[src/rtl/my_spi_regbank.sv]
// Mode-0 SPI slave register bank with burst read/write, address auto-increment and write strobes.
// Define MYSPI_SHADOW_EN to stage writes in a shadow bank that is committed when CS rises.
module my_spi_regbank #(
  parameter int                  DATA_W   = 8,
  parameter int                  NUM_REGS = 8,
  parameter int                  ADDR_W   = 7,
  parameter logic [NUM_REGS-1:0] RO_MASK  = 'b10
) (
  input  logic                         theClock,
  input  logic                         theReset,
  input  logic                         MySPI_clk,
  input  logic                         MySPI_cs,
  input  logic                         MySPI_sdi,
  output logic                         MySPI_sdo,
  input  logic [NUM_REGS*DATA_W-1:0]   Status_in,
  output logic [NUM_REGS*DATA_W-1:0]   Regs_out,
  output logic [NUM_REGS-1:0]          Wr_strobe,
  output logic                         Busy
);

  localparam int CMD_W = 1 + ADDR_W;
  localparam int SR_W  = (CMD_W > DATA_W) ? CMD_W : DATA_W;
  localparam int CNT_W = $clog2(SR_W) + 1;

  localparam logic [2:0] S_IDLE   = 3'd0;
  localparam logic [2:0] S_CMD    = 3'd1;
  localparam logic [2:0] S_LOAD   = 3'd2;
  localparam logic [2:0] S_DATA   = 3'd3;
  localparam logic [2:0] S_COMMIT = 3'd4;

  logic              sck_q1, sck_q2, sck_q3;
  logic              cs_q1, cs_q2, cs_q3;
  logic              sdi_q1, sdi_q2;
  logic              sck_rise, cs_rise, cs_fall, shift_en;
  logic [2:0]        state, state_nxt;
  logic [SR_W-1:0]   sr, sr_shift;
  logic [CNT_W-1:0]  cnt;
  logic [ADDR_W-1:0] ptr, ptr_inc;
  logic              is_wr;
  logic [DATA_W-1:0] rd_val, wdata;
  logic [NUM_REGS-1:0] wr_sel;

  // CS flops reset low so a frame already in progress at reset release never shows a fall
  always_ff @(posedge theClock) begin
    if (theReset) begin
      {sck_q1, sck_q2, sck_q3} <= 3'b000;
      {cs_q1, cs_q2, cs_q3}    <= 3'b000;
      {sdi_q1, sdi_q2}         <= 2'b00;
    end else begin
      sck_q1 <= MySPI_clk;
      sck_q2 <= sck_q1;
      sck_q3 <= sck_q2;
      cs_q1  <= MySPI_cs;
      cs_q2  <= cs_q1;
      cs_q3  <= cs_q2;
      sdi_q1 <= MySPI_sdi;
      sdi_q2 <= sdi_q1;
    end
  end

  assign sck_rise  = sck_q2 & ~sck_q3;
  assign cs_rise   = cs_q2 & ~cs_q3;
  assign cs_fall   = ~cs_q2 & cs_q3;
  assign shift_en  = sck_rise & ~cs_rise;
  assign sr_shift  = {sr[SR_W-2:0], sdi_q2};
  assign wdata     = sr[DATA_W-1:0];
  assign ptr_inc   = (ptr == ADDR_W'(NUM_REGS - 1)) ? ADDR_W'(0) : ptr + ADDR_W'(1);
  assign MySPI_sdo = sr[SR_W-1];

  always_comb begin
    state_nxt = state;
    case (state)
      S_IDLE:   state_nxt = cs_fall ? S_CMD : S_IDLE;
      S_CMD:    state_nxt = (shift_en && cnt == CNT_W'(CMD_W - 1)) ? S_LOAD : S_CMD;
      S_LOAD:   state_nxt = S_DATA;
      S_DATA:   state_nxt = (shift_en && cnt == CNT_W'(DATA_W - 1)) ? S_COMMIT : S_DATA;
      S_COMMIT: state_nxt = S_LOAD;
      default:  state_nxt = S_IDLE;
    endcase
    if (cs_rise) begin
      state_nxt = S_IDLE;
    end else begin
      state_nxt = state_nxt;
    end
  end

  // Read mux: RO addresses return status, out-of-range pointers return zero
  always_comb begin
    rd_val = '0;
    wr_sel = '0;
    for (int i = 0; i < NUM_REGS; i++) begin
      rd_val = rd_val | ({DATA_W{ptr == ADDR_W'(i)}} &
               (RO_MASK[i] ? Status_in[i*DATA_W +: DATA_W] : Regs_out[i*DATA_W +: DATA_W]));
      wr_sel[i] = (state == S_COMMIT) && is_wr && (ptr == ADDR_W'(i)) && !RO_MASK[i];
    end
  end

  always_ff @(posedge theClock) begin
    if (theReset) begin
      state <= S_IDLE;
      sr    <= '0;
      cnt   <= '0;
      ptr   <= '0;
      is_wr <= 1'b0;
      Busy  <= 1'b0;
    end else begin
      state <= state_nxt;
      Busy  <= (state_nxt != S_IDLE);
      case (state)
        S_IDLE: cnt <= '0;
        S_CMD: begin
          if (shift_en) begin
            sr  <= sr_shift;
            cnt <= cnt + CNT_W'(1);
            if (cnt == CNT_W'(CMD_W - 1)) begin
              is_wr <= sr_shift[CMD_W-1];
              ptr   <= sr_shift[ADDR_W-1:0];
            end
          end
        end
        S_LOAD: begin
          sr  <= SR_W'(rd_val) << (SR_W - DATA_W);
          cnt <= '0;
        end
        S_DATA: begin
          if (shift_en) begin
            sr  <= sr_shift;
            cnt <= cnt + CNT_W'(1);
          end
        end
        S_COMMIT: ptr <= ptr_inc;
        default: cnt <= '0;
      endcase
    end
  end

`ifdef MYSPI_SHADOW_EN
  logic [NUM_REGS*DATA_W-1:0] shadow;
  logic [NUM_REGS-1:0]        dirty;
  logic                       flush;

  // Idle is only reached through a CS rise (or reset, which clears dirty), so dirty data here means a finished frame
  assign flush = (state == S_IDLE) && (|dirty);

  always_ff @(posedge theClock) begin
    if (theReset) begin
      shadow    <= '0;
      dirty     <= '0;
      Regs_out  <= '0;
      Wr_strobe <= '0;
    end else begin
      Wr_strobe <= flush ? dirty : '0;
      dirty     <= (flush ? '0 : dirty) | wr_sel;
      for (int i = 0; i < NUM_REGS; i++) begin
        if (flush && dirty[i]) begin
          Regs_out[i*DATA_W +: DATA_W] <= shadow[i*DATA_W +: DATA_W];
        end
        if (wr_sel[i]) begin
          shadow[i*DATA_W +: DATA_W] <= wdata;
        end
      end
    end
  end
`else
  // A completed word commits even if CS rises in the same cycle; only partial words are dropped
  always_ff @(posedge theClock) begin
    if (theReset) begin
      Regs_out  <= '0;
      Wr_strobe <= '0;
    end else begin
      Wr_strobe <= wr_sel;
      for (int i = 0; i < NUM_REGS; i++) begin
        if (wr_sel[i]) begin
          Regs_out[i*DATA_W +: DATA_W] <= wdata;
        end
      end
    end
  end
`endif

endmodule

[config.mk]
export PLATFORM = sky130hd
export DESIGN_NAME = my_spi_regbank
export DESIGN_NICKNAME = d
export VERILOG_FILES = /design/src/rtl/my_spi_regbank.sv
export SDC_FILE = /design/constraint.sdc
export NUM_CORES = 1
export LEC_CHECK = 0
export ABC_AREA = 1
export CAP_MARGIN = 20
export CORE_MARGIN = 3
export CORE_UTILIZATION = 45
export DETAILED_ROUTE_END_ITERATION = 6
export GPL_ROUTABILITY_DRIVEN = 0
export PLACE_DENSITY = 0.87
export SLEW_MARGIN = 20
export SYNTH_ARGS = -nofsm -noshare
export SYNTH_HDL_FRONTEND = slang
export SYNTH_SLANG_ARGS = --single-unit
[constraint.sdc]
create_clock -name theClock -period 1.77 [get_ports theClock]
set_input_delay 0.2655 -clock theClock [delete_from_list [all_inputs] [get_ports theClock]]
set_output_delay 0.2655 -clock theClock [all_outputs]
set_load 0.02 [all_outputs]
==> impl_metrics.json <==
{
  "drv_slew": 0,
  "io_pins": 143,
  "overflow": 0,
  "hold_depth": 2,
  "synth.most_common_cell": "nor2_1",
  "hold_start": "sdi_q1",
  "cp_top_family": "buffers and inverters",
  "remaining_drc_errors": 0,
  "r2r_setup_slack_ns": 0.14,
  "drtIter0Drc": 380,
  "finalNetCount": 790,
  "dr.pass1.iters": 5,
  "min_to": "sdi_q2",
  "die_h_um": 106,
  "yosysSeqAreaShare": 0.419,
  "dieWidth_um": 106,
  "regArea_mm2": 0.00190,
  "nFillCells": 899,
  "vdd_drop_max_v": 0.000313,
  "synth_top_area_cell": "dfxtp_1",
  "ys_top_cells_by_area": "dfxtp_1, nor2_1, nand2_1",
  "rr_startpoint": "ptr[1]",
  "yosysWarningCount": 0,
  "vias": 4336,
  "cpPeakStageDelay_ns": 0.64,
  "first_global_vias": 3900,
  "max_slew_margin": 0.623,
  "r2r_end": "Regs_out[31]",
  "multiInputGateArea_mm2": 0.00221,
  "io_buffers": 77,
  "path_clk_slew_ns": 0.10,
  "antenna_left": 0,
  "syn_avg_cell_area_um2": 7.03,
  "path_cells": "clkdlybuf4s50_1",
  "antenna_cells": 0,
  "status": "finished, final reports clean",
  "end_kind": "output pin",
  "max_freq_mhz": 591,
  "hold_viol": 0,
  "cts_root_buf": "clkbuf_8",
  "cts_tree": "yes",
  "antenna_found_initial": 0,
  "yosysUniqueCellTypes": 32,
  "cp_max_fo": 3,
  "syn-instance-count": 645,
  "syn2layout_area_growth_pct": 22.4,
  "ys_top_cells_by_count": "nor2_1, nand2_1, dfxtp_1",
  "finalPower_w": 0.00366,
  "synth-seq-cells": 95,
  "path_class": "reg -> out",
  "hold_buffers": 0,
  "synth_top_area_frac": 0.419,
  "grt_pass1_wl_um": 19200,
  "cp_slowest_cell": "clkdlybuf4s50_1",
  "synthArstFlopShare": 0,
  "rsz0062_at_grt": "true",
  "r2r_cells": 8,
  "startpoint_type": "register",
  "track_usage": 0.211,
  "cp.required_ns": 1.50,
  "drive_gt1_frac": 0.107,
  "cts_resized": 0,
  "num_rows": 36,
  "cts_made_buffers": 9,
  "synth_edf_count": 0,
  "tightestPinTransition_ns": 0.565,
  "period_needed_ns": 1.69,
  "dp_hpwl_um": 8460,
  "drv_cap": 0,
  "h-tree-depth": 3,
  "hold_path_class": "reg -> reg",
  "insertion_delay_ns": 0.37,
  "post_drt_wl_per_cell_um": 14.1,
  "power.leakage_nw": 2.30,
  "synth_top_flop_cell": "dfxtp_1",
  "wl_um": 12000,
  "utilization": 0.568,
  "grt_max_degree": 66,
  "final-setup-viol-count": 0,
  "post_cts_buffers": 0,
  "vias_per_cell": 5.08,
  "period_share": 0.956,
  "die_area_mm2": 0.0113,
  "clock_skew_ns": 0.0159,
  "cp_data_arrival_time_ns": 1.43,
  "clock_path_buffers": 2,
  "numClockSinks": 95,
  "synth_area_mm2": 0.00453,
  "floorplan.initialDensity": 0.464,
  "critPathBufInv": 1,
  "power_density_mw_per_mm2": 659,
  "core_mm2": 0.00977
}
[routing by layer]
metal,routed length (µm),global-route usage,up-vias
met2,5450,0.335,198
met4,231,0.0657,0
met1,5130,0.288,1957
met3,1200,0.0419,21
met5,0,0,-
li1,-,-,2160
[where the power goes]
part	total, W	internal (W)	switching, W
Clock	0.00136	0.000556	0.000806
Sequential	0.00215	0.00214	0.00000424
Combinational	0.000150	0.0000563	0.0000933
Total	0.00366	0.00276	0.000904
[final cells by class]
class / instances / share of cell area
well taps: 133 / 0.0300
flip-flops and latches: 95 / 0.343
repair buffers: 89 / 0.157
clock inverters: 5 / 0.00766
multi-input cells: 463 / 0.397
clock buffers: 10 / 0.0248
inverters: 58 / 0.0401
[stage by stage]
stage | area [µm²] | cells | hold slack [ns] | setup slack [ns] | TNS, ns
6_report | 5550 | 853 | 0.405 | 0.0774 | 0
5_1_grt | 5550 | 853 | 0.411 | -0.00283 | -0.00283
4_1_cts | 5550 | 853 | 0.403 | 0.0328 | 0
3_5_place_dp | 5370 | 838 | 0.396 | 0.0458 | 0
3_3_place_gp | 5370 | 838 | 0.395 | 0.110 | 0
2_1_floorplan | 4560 | 653 | 0.348 | 0.299 | 0
[state kept, by name, indices dropped and copies added (netlist names), 3 cells and up]
| signal | flops |
|---|---|
| state | 3 |
| Wr_strobe | 7 |
| cnt | 4 |
| Regs_out | 56 |
| sr | 8 |
| ptr | 7 |
[cell families (layout without fill, tap and decap cells)]
kind of cell,Yosys count,after routing,synth area share
DFF,95,95,0.419
other,1,9,0.000827
buffers and inverters,95,162,0.102
and+or+nand+nor,341,341,0.334
AOI/OAI and AO/OA,105,105,0.124
adders and majority gates,5,5,0.0138
xor gates and xnor gates,3,3,0.00580
[cell usage in the layout (no fill, tap or decap)]
master,instances
nor2_1,160
nand2_1,103
dfxtp_1,94
clkdlybuf4s50_1,77
o21ai_0,73
nand3_1,49
inv_1,45
a21oi_1,21
inv_2,12
nor2_4,12
buf_4,11
clkbuf_8,10
conb_1,9
a21oi_2,8
nand2_4,5
nand2_2,4
ha_1,4
clkinvlp_4,3
nor3_1,2
inv_6,2
nand3_2,2
o21ai_2,2
xnor2_1,2
nand4_1,1
nand3b_4,1
o21ai_1,1
nor2_2,1
nor4_1,1
xor2_1,1
ha_2,1
inv_8,1
buf_12,1
dfxtp_2,1
[worst max-delay path by stage]
stage	from	slack, ns	to	depth (start not counted)
after floorplan	ptr[0]	0.30	Regs_out[5]	10
after global placement	ptr[0]	0.11	Regs_out[49]	8
after detailed placement	ptr[0]	0.05	Regs_out[55]	8
after CTS	ptr[0]	0.03	Regs_out[55]	8
after global routing	ptr[1]	-0.003	Regs_out[57]	7
final	Regs_out[53]	0.08	Regs_out[53]	1
Power figures use the tool's default switching activity.
